`config.mk`:
```
export PLATFORM = sky130hd
export DESIGN_NAME = regfile
export DESIGN_NICKNAME = d
export VERILOG_FILES = /design/src/rtl/regfile_pkg.sv /design/src/rtl/regfile_read_port.sv /design/src/rtl/regfile.sv
export SDC_FILE = /design/constraint.sdc
export NUM_CORES = 2
export LEC_CHECK = 0
export BUFFER_PORTS_ARGS = -buffer_cell sky130_fd_sc_hd__buf_2
export CORE_UTILIZATION = 35
export CTS_CLUSTER_SIZE = 20
export DETAILED_ROUTE_END_ITERATION = 10
export PLACE_DENSITY = 0.52
export SKIP_CTS_REPAIR_TIMING = 1
export SLEW_MARGIN = 20
export SYNTH_ARGS = -nofsm -noshare
export SYNTH_HDL_FRONTEND = slang
export SYNTH_SLANG_ARGS = --single-unit
export TNS_END_PERCENT = 5
```
`constraint.sdc`:
```
create_clock -name clk_in -period 5.3 [get_ports clk_in]
set_input_delay 1.06 -clock clk_in [delete_from_list [all_inputs] [get_ports clk_in]]
set_output_delay 1.06 -clock clk_in [all_outputs]
set_load 0.02 [all_outputs]
```
`src/rtl/regfile_pkg.sv`:
```
// Shared constants and types for the register file and its read ports.
// The optional same-cycle commit bypass is enabled by defining REGFILE_BYPASS_EN.
package regfile_pkg;

    localparam int XLEN      = 32;
    localparam int REG_NUM   = 32;
    localparam int REG_IDX_W = $clog2(REG_NUM);
    localparam int ROB_SIZE  = 16;
    localparam int ROB_W     = $clog2(ROB_SIZE);

    typedef logic [REG_NUM-1:0][XLEN-1:0]  reg_vals_t;
    typedef logic [REG_NUM-1:0][ROB_W-1:0] reg_tags_t;

    // x0 is hardwired, so any request naming it is a no-op.
    function automatic logic targets_reg(input logic en, input logic [REG_IDX_W-1:0] rd);
        return en && (rd != '0);
    endfunction

endpackage

```
`src/rtl/regfile_read_port.sv`:
```
// One combinational read port: returns ready flag, pending ROB tag and value for idx.
// With REGFILE_BYPASS_EN, a matching commit in the same cycle is forwarded.
module regfile_read_port
    import regfile_pkg::*;
(
    input  logic [REG_IDX_W-1:0] idx,
    input  reg_vals_t            values,
    input  logic [REG_NUM-1:0]   busy,
    input  reg_tags_t            tags,
    input  logic                 is_commit,
    input  logic [REG_IDX_W-1:0] commit_rd,
    input  logic [ROB_W-1:0]     commit_rob_id,
    input  logic [XLEN-1:0]      commit_value,
    output logic                 iq,
    output logic [ROB_W-1:0]     q,
    output logic [XLEN-1:0]      v
);

    // NOTE: every output gets a default before any branch so no latch is inferred.
    always_comb begin
        iq = 1'b1;
        q  = '0;
        v  = '0;
        if (idx != '0) begin
            iq = !busy[idx];
            q  = tags[idx];
            v  = values[idx];
`ifdef REGFILE_BYPASS_EN
            // Only the commit that retires the outstanding producer may forward.
            if (is_commit && (commit_rd == idx) && busy[idx] && (tags[idx] == commit_rob_id)) begin
                iq = 1'b1;
                v  = commit_value;
            end
`endif
        end
    end

`ifndef REGFILE_BYPASS_EN
    logic unused_bypass;
    assign unused_bypass = ^{is_commit, commit_rd, commit_rob_id, commit_value};
`endif

endmodule

```
`src/rtl/regfile.sv`:
```
// Architectural register file with rename tags (busy/ROB id) for a Tomasulo-style core.
// Define REGFILE_BYPASS_EN to forward a retiring commit to the read ports in the same cycle.
module regfile
    import regfile_pkg::*;
(
    input  logic                 clk_in,
    input  logic                 rst_in,
    input  logic                 rdy_in,
    input  logic                 rob_clear,
    input  logic                 is_issue,
    input  logic [REG_IDX_W-1:0] issue_rd,
    input  logic [ROB_W-1:0]     issue_rob_id,
    input  logic [REG_IDX_W-1:0] rs1,
    input  logic [REG_IDX_W-1:0] rs2,
    output logic                 iQ1,
    output logic                 iQ2,
    output logic [ROB_W-1:0]     Q1,
    output logic [ROB_W-1:0]     Q2,
    output logic [XLEN-1:0]      V1,
    output logic [XLEN-1:0]      V2,
    input  logic                 is_commit,
    input  logic [REG_IDX_W-1:0] commit_rd,
    input  logic [ROB_W-1:0]     commit_rob_id,
    input  logic [XLEN-1:0]      commit_value
);

    reg_vals_t          values;
    logic [REG_NUM-1:0] busy;
    reg_tags_t          tags;

    logic issue_hit;
    logic commit_hit;

    assign issue_hit  = targets_reg(is_issue, issue_rd);
    assign commit_hit = targets_reg(is_commit, commit_rd);

    // NOTE: sequential state uses non-blocking assignments; the later assignment
    // in program order wins, which gives clear > issue > commit-release on busy.
    always_ff @(posedge clk_in) begin
        if (rst_in) begin
            values <= '0;
            busy   <= '0;
        end else if (rdy_in) begin
            if (commit_hit) begin
                values[commit_rd] <= commit_value;
                if (busy[commit_rd] && (tags[commit_rd] == commit_rob_id))
                    busy[commit_rd] <= 1'b0;
            end
            if (rob_clear)
                busy <= '0;
            else if (issue_hit)
                busy[issue_rd] <= 1'b1;
        end
    end

    // NOTE: tags are only meaningful while busy is set, so the tag storage has no reset.
    always_ff @(posedge clk_in) begin
        if (!rst_in && rdy_in && !rob_clear && issue_hit)
            tags[issue_rd] <= issue_rob_id;
    end

    regfile_read_port u_read_port1 (
        .idx           (rs1),
        .values        (values),
        .busy          (busy),
        .tags          (tags),
        .is_commit     (is_commit),
        .commit_rd     (commit_rd),
        .commit_rob_id (commit_rob_id),
        .commit_value  (commit_value),
        .iq            (iQ1),
        .q             (Q1),
        .v             (V1)
    );

    regfile_read_port u_read_port2 (
        .idx           (rs2),
        .values        (values),
        .busy          (busy),
        .tags          (tags),
        .is_commit     (is_commit),
        .commit_rd     (commit_rd),
        .commit_rob_id (commit_rob_id),
        .commit_value  (commit_value),
        .iq            (iQ2),
        .q             (Q2),
        .v             (V2)
    );

endmodule
```
# ---- After elaboration in Yosys (flattened, before gate mapping)
# Index checks and enable logic that the tools add are counted.
dict set report op_classes {
  magnitude_cmp 6
  n_eq_ne 1
  n_mux 38
  bitwise 3
  reduce_logical 17
}
# operator n
set op_table {}
lappend op_table {{1024-bit bitwise mux} 1}
lappend op_table {{32-bit 2-to-1 mux} 11}
lappend op_table {{32-bit binary-select mux with 5-bit select} 2}
lappend op_table {{32-bit demux with 5-bit select} 1}
lappend op_table {{128-bit bitwise mux} 1}
lappend op_table {{4-bit binary-select mux with 5-bit select} 3}
lappend op_table {{32-bit AND} 1}
lappend op_table {{32-bit inverter} 1}
lappend op_table {{32-bit OR} 1}
lappend op_table {{5-bit by 6-bit less-than comparator with 1-bit output, second input constant} 4}
lappend op_table {{4-bit 2-to-1 mux} 6}
lappend op_table {{4-bit demux with 5-bit select} 1}
lappend op_table {{5-bit nonzero test} 4}
lappend op_table {{1-bit binary-select mux with 5-bit select} 3}
lappend op_table {{1-bit demux with 5-bit select} 2}
lappend op_table {{5-bit by 1-bit greater-or-equal comparator with 1-bit output, second input constant} 2}
lappend op_table {{1-bit logical AND} 8}
lappend op_table {{1-bit 2-to-1 mux} 7}
lappend op_table {{4-bit equality test} 1}
lappend op_table {{1-bit logical NOT} 4}
lappend op_table {{2-bit AND reduction} 1}
dict set report word_totals {
  ff_bits 1184
  in_bits 66
  out_inout_bits 74
  wordCells 130
}

# ---- Depth between registers and ports, before layout
dict set report depth {
  word_depth 13
  depth_mapped 11
  mapped_depth_nobuf 8
}

# ---- Hierarchy
# A second synthesis with hierarchy kept.
dict set report unflattened {
  cells_unflattened 6551
  hier_area_um2 61735.5
}
# mod n_inst cells_per_inst area_each_um2 seq_area_each_um2
set modules_own_cells {}
lappend modules_own_cells {regfile 1 5021 41971.5 24984.0}
lappend modules_own_cells {regfile_read_port 2 765 9882.0 0.0}

# ---- Worst setup path after synthesis
# No wires, ideal clock.
dict set report synth_timing {
  path_kind {input to output}
  start {in rs1[0]}
  end {out V1[10]}
  arrival_time_ns 3.368
  t_required_ns 4.240
  setup_slack_ns 0.872
  stages 7
  path_buffers 3
  cell_sequence {clkbuf_1 -> clkbuf_1 -> buf_1 -> mux4_2 -> mux4_2 -> mux2i_1 -> nor2_1}
}
dict set report synth_between {
  elab_chain_len 3
  word_cells_on_any_way 4
  classes_between {mux: 3; reduce/logical: 1}
}
# item line_no
set synth_rtl {}
lappend synth_rtl {{start, declared} regfile.sv:13} ;# input logic [REG_IDX_W-1:0] rs1,
lappend synth_rtl {{32-bit binary-select mux with 5-bit select} regfile_read_port.sv:27} ;# v = values[idx];
lappend synth_rtl {{32-bit 2-to-1 mux (not written as such)} regfile_read_port.sv:27}
lappend synth_rtl {{32-bit 2-to-1 mux *} regfile_read_port.sv:24} ;# if (idx != '0) begin
lappend synth_rtl {{end, declared} regfile.sv:19} ;# output logic [XLEN-1:0] V1,
# Every way passes the cells marked *; elsewhere a longest branch is shown, timed or not. The select of a mux whose other input is x is not followed.

# ---- Worst setup path in the final report
dict set report layout_timing {
  start {in rs1[0]}
  end {out V1[26]}
}
# The elaborated chain is that of the path after synthesis.

==> out/results.txt <==
Fraction of synthesized cell area in xor and xnor cells: 0.0007061. Total congestion overflow: 0. Transition time of the tightest slew-check pin: 1.186 ns.

Yosys mapped a number of flops with a built-in enable equal to 128. The detailed-routed wire length on met3 was 21450 um; the area enclosed by the die boundary was 173800 um2. The worst-path maximum fanout is 33, and the total length of routed wires is 243100 um.

The average cell area after synthesis is 9.872 um2, and the mux share of post-synthesis cell area is 0.3034. For the end-of-flow core utilization, the log shows 0.4047. The library cells used most frequently in the layout, excluding fill and tap cells, are sky130_fd_sc_hd__nand2_1 (2003), sky130_fd_sc_hd__dfxtp_1 (1056), sky130_fd_sc_hd__a21oi_1 (1018).

After synthesis, the netlist uses 42 different library cells. No sink is reached through more buffers than the 3 on the longest clock path. The most used flip-flop cell after synthesis is sky130_fd_sc_hd__dfxtp_1.

The H-tree was split into 4 levels. Setup violations remaining at the end of the flow were counted as 0. Max-cap violations in this run came to 0. Topmost layer with routed signal wires: met5.

Setup repair after global routing left no endpoint under its margin. The cell area power density came out at 295.1 nW/um2. The minimum clock period after layout was 5.044 ns. STA classifies the critical path endpoint as an output port. The clock drives 1184 sinks. Dividing the detail-routed via count by the number of cells gives 5.967. The tools report the register area share after synthesis as 0.4147. By area, the combinational part of the netlist is dominated by multiplexers. The clock latency reported for the late side of the worst-skew pair came out at 0.79 ns.

The synthesized design contains 1184 register bits. In this run the horizontal extent of the chip is 416.9 um. Type of the worst min-delay path: reg2reg. Of all cell types, the one taking the most synthesized area is sky130_fd_sc_hd__dfxtp_1. The logs give 133 for the number of buffers added by the clock tree synthesis step and 224 for the pin count of the biggest net entering global routing. On the worst path, the slowest cell contributes a delay of 0.69 ns. The synthesized netlist cell count was 6103. The compound-gate portion of the synthesized area came out at 0.09266. The proportion of register bits with asynchronous set or reset after synthesis was 0; the headroom to the max-slew limit was 0.2094.

Total track usage: 0.2747. Number of global-route vias before repair: 47380. The worst setup path is launched from an input port. Overall power consumption after layout is estimated at 0.02033 W.

Counting the fill cells in the layout gives 16320. Summing all placed instances gives a cell area of 64300 um2. The most numerous cell type found on the critical path is sky130_fd_sc_hd__mux4_2. The run gives 6082 as the first-iteration detailed-routing DRC count.

The root buffer cell chosen for the clock tree is sky130_fd_sc_hd__clkbuf_16. The run gives 6033 as the net count reported at finish. The first global-routing pass estimated 346800 um of wire. The count of final max-slew check failures was 0. The floorplan step defined a core boundary enclosing 170200 um2. The number of antenna violations at the first check in global routing is 13.

The Yosys step of the flow raised 0 warnings. Setup total negative slack on the finished layout was measured at 0 ns. The flow ran to the end, and the final reports show no timing, DRC or antenna violations. For the wire length on met2, the log shows 114500 um. Across the VDD grid, the largest voltage drop is 0.2598 mV. Once detail routing completed, the nets flagged for antenna violations numbered 0.

Routability-driven placement finished with a final weighted congestion of 0.9349. The first detailed-routing pass took 6 iterations. With fillers left out, the area of the finished cells amounts to 68880 um2. After clock tree synthesis, the clock-pin slew on the worst setup and hold paths is 0.06 ns. The vertical extent of the die works out to 416.9 um. The fraction of the mapped netlist area in simple logic gates works out to 0.1491. For the final database, setup skew stands at 0.02088 ns.

The area share of fa/ha/maj cells after synthesis was 0. Kind of critical path: in2out. Data on the critical path arrives at its endpoint at 3.98 ns. The part of the cycle the worst path needs was 0.9517. By area the synthesized netlist is led by sky130_fd_sc_hd__dfxtp_1 (35%), sky130_fd_sc_hd__mux4_2 (28%), sky130_fd_sc_hd__nand2_1 (13%).

The area added between synthesis and finish was 14.33%. For the worst setup path, the data required time is 4.24 ns. Among all stages on the critical path, the largest delay is contributed by sky130_fd_sc_hd__mux2i_1. The wire length the detailed router placed on met1 came out at 92730 um. After detailed routing, the number of remaining DRC violations is 0.

The top-area cell type share of the netlist area was 0.3509; the average routed wire per standard cell was 29.01 um. The cell area after synthesis was 60250 um2; the number of vias in the routed layout was 50010. Pin placement for this block handled 140 I/O pins. Buffers placed on the I/O ports in this run total 139.

The signal on the critical path passes through buf_8 -> buf_12 -> buf_4 -> mux4_2 -> mux4_2 -> mux2i_1 -> nor2_1 -> buf_2. Summed over all cells, the static leakage comes to 22.33 nW. Based on the critical path, the design can be clocked at up to 0.1982 GHz.

Number of core rows: 151. Leaving out fill and tap cells, the most frequent cell in the layout is sky130_fd_sc_hd__nand2_1. The number of failing hold endpoints at the final stage is 0, and the initial core utilization is 0.3539.

Final hold analysis gives a worst-case slack of 0.4632 ns. The fraction of final layout cells with drive strength greater than 1 was 0.2268; the half-perimeter wire length after detailed placement was 146400 um. TritonCTS built the clock tree.
-- report_power, final --
group          internal [W]  switching (W)  leakage [nW]
combinational      0.000503       0.000984          10.4
clock               0.00564        0.00409          2.25
sequential          0.00909      0.0000268          9.66
-- cells by family (layout without fill, tap and decap cells) --
family                 Yosys count  in the layout
AND/OR/NAND/NOR               2308           2308
flip-flops                    1184           1184
AO/OA/AOI/OAI                 1096           1096
multiplexers                   887            887
buffers and inverters          623            593
XOR/XNOR                         4              4
other                            1             13
-- stage by stage --
stage,worst slack [ns],std cells
after CTS,0.2896,8371
final,0.2557,8380
after global routing,0.2556,8380
after floorplan,0.8723,6106
after detailed placement,0.2977,8127
after global placement,0.2777,8127
-- synthesized netlist by cell type, types with 11 or more instances --
master,number
sky130_fd_sc_hd__nand2_1,2034
sky130_fd_sc_hd__dfxtp_1,1056
sky130_fd_sc_hd__a21oi_1,1018
sky130_fd_sc_hd__mux4_2,751
sky130_fd_sc_hd__clkbuf_1,521
sky130_fd_sc_hd__nor2_1,162
sky130_fd_sc_hd__mux2i_1,134
sky130_fd_sc_hd__edfxtp_1,128
sky130_fd_sc_hd__buf_1,70
sky130_fd_sc_hd__nor2b_1,41
sky130_fd_sc_hd__o21ai_0,37
sky130_fd_sc_hd__nand3_1,26
sky130_fd_sc_hd__inv_1,16
sky130_fd_sc_hd__a22oi_1,15
sky130_fd_sc_hd__a31oi_1,12
sky130_fd_sc_hd__buf_2,11
-- area by class of cell --
cell class	instances	area, um2	share of cell area
Timing Repair Buffer	333	3115	0.04523
Inverter	16	60.06	0.0008719
Tap cell	2295	2872	0.04169
Clock buffer	187	3866	0.05613
Sequential cell	1184	24980	0.3627
Multi-Input combinational cell	4299	33270	0.4830
Clock inverter	57	693.2	0.01006
Antenna cell	9	22.52	0.0003270
-- state kept, by name (all words and copies together) (netlist names) --
signal  count
tags      128
values   1024
busy       32
-- critical path: cells and delay by family --
kind | cells | cell delay, ns
multiplexers | 3 | 1.65
buffers and inverters | 4 | 1.04
AND/OR/NAND/NOR | 1 | 0.14
-- layer usage --
| metal | vias up | GRT usage |
|---|---|---|
| li1 | 21450 | - |
| met3 | 655 | 0.05119 |
| met1 | 25260 | 0.3485 |
| met5 | - | 0 |
| met2 | 2637 | 0.4414 |
| met4 | 4 | 0.1527 |
-- final timing paths --
kind | start | endpoint | slack, ns | depth (start not counted)
setup / recovery | rs1[0] | V1[26] | 0.26 | 8
hold / removal | values[335]$_SDFFE_PP0P_ | values[335]$_SDFFE_PP0P_ | 0.46 | 2
setup reg to reg | tags[46]$_DFFE_PP_ | busy[25]$_SDFFE_PP0P_ | 2.01 | 9
hold reg to reg | values[335]$_SDFFE_PP0P_ | values[335]$_SDFFE_PP0P_ | 0.46 | 2
No activity file was read; power rests on OpenSTA's default activity.
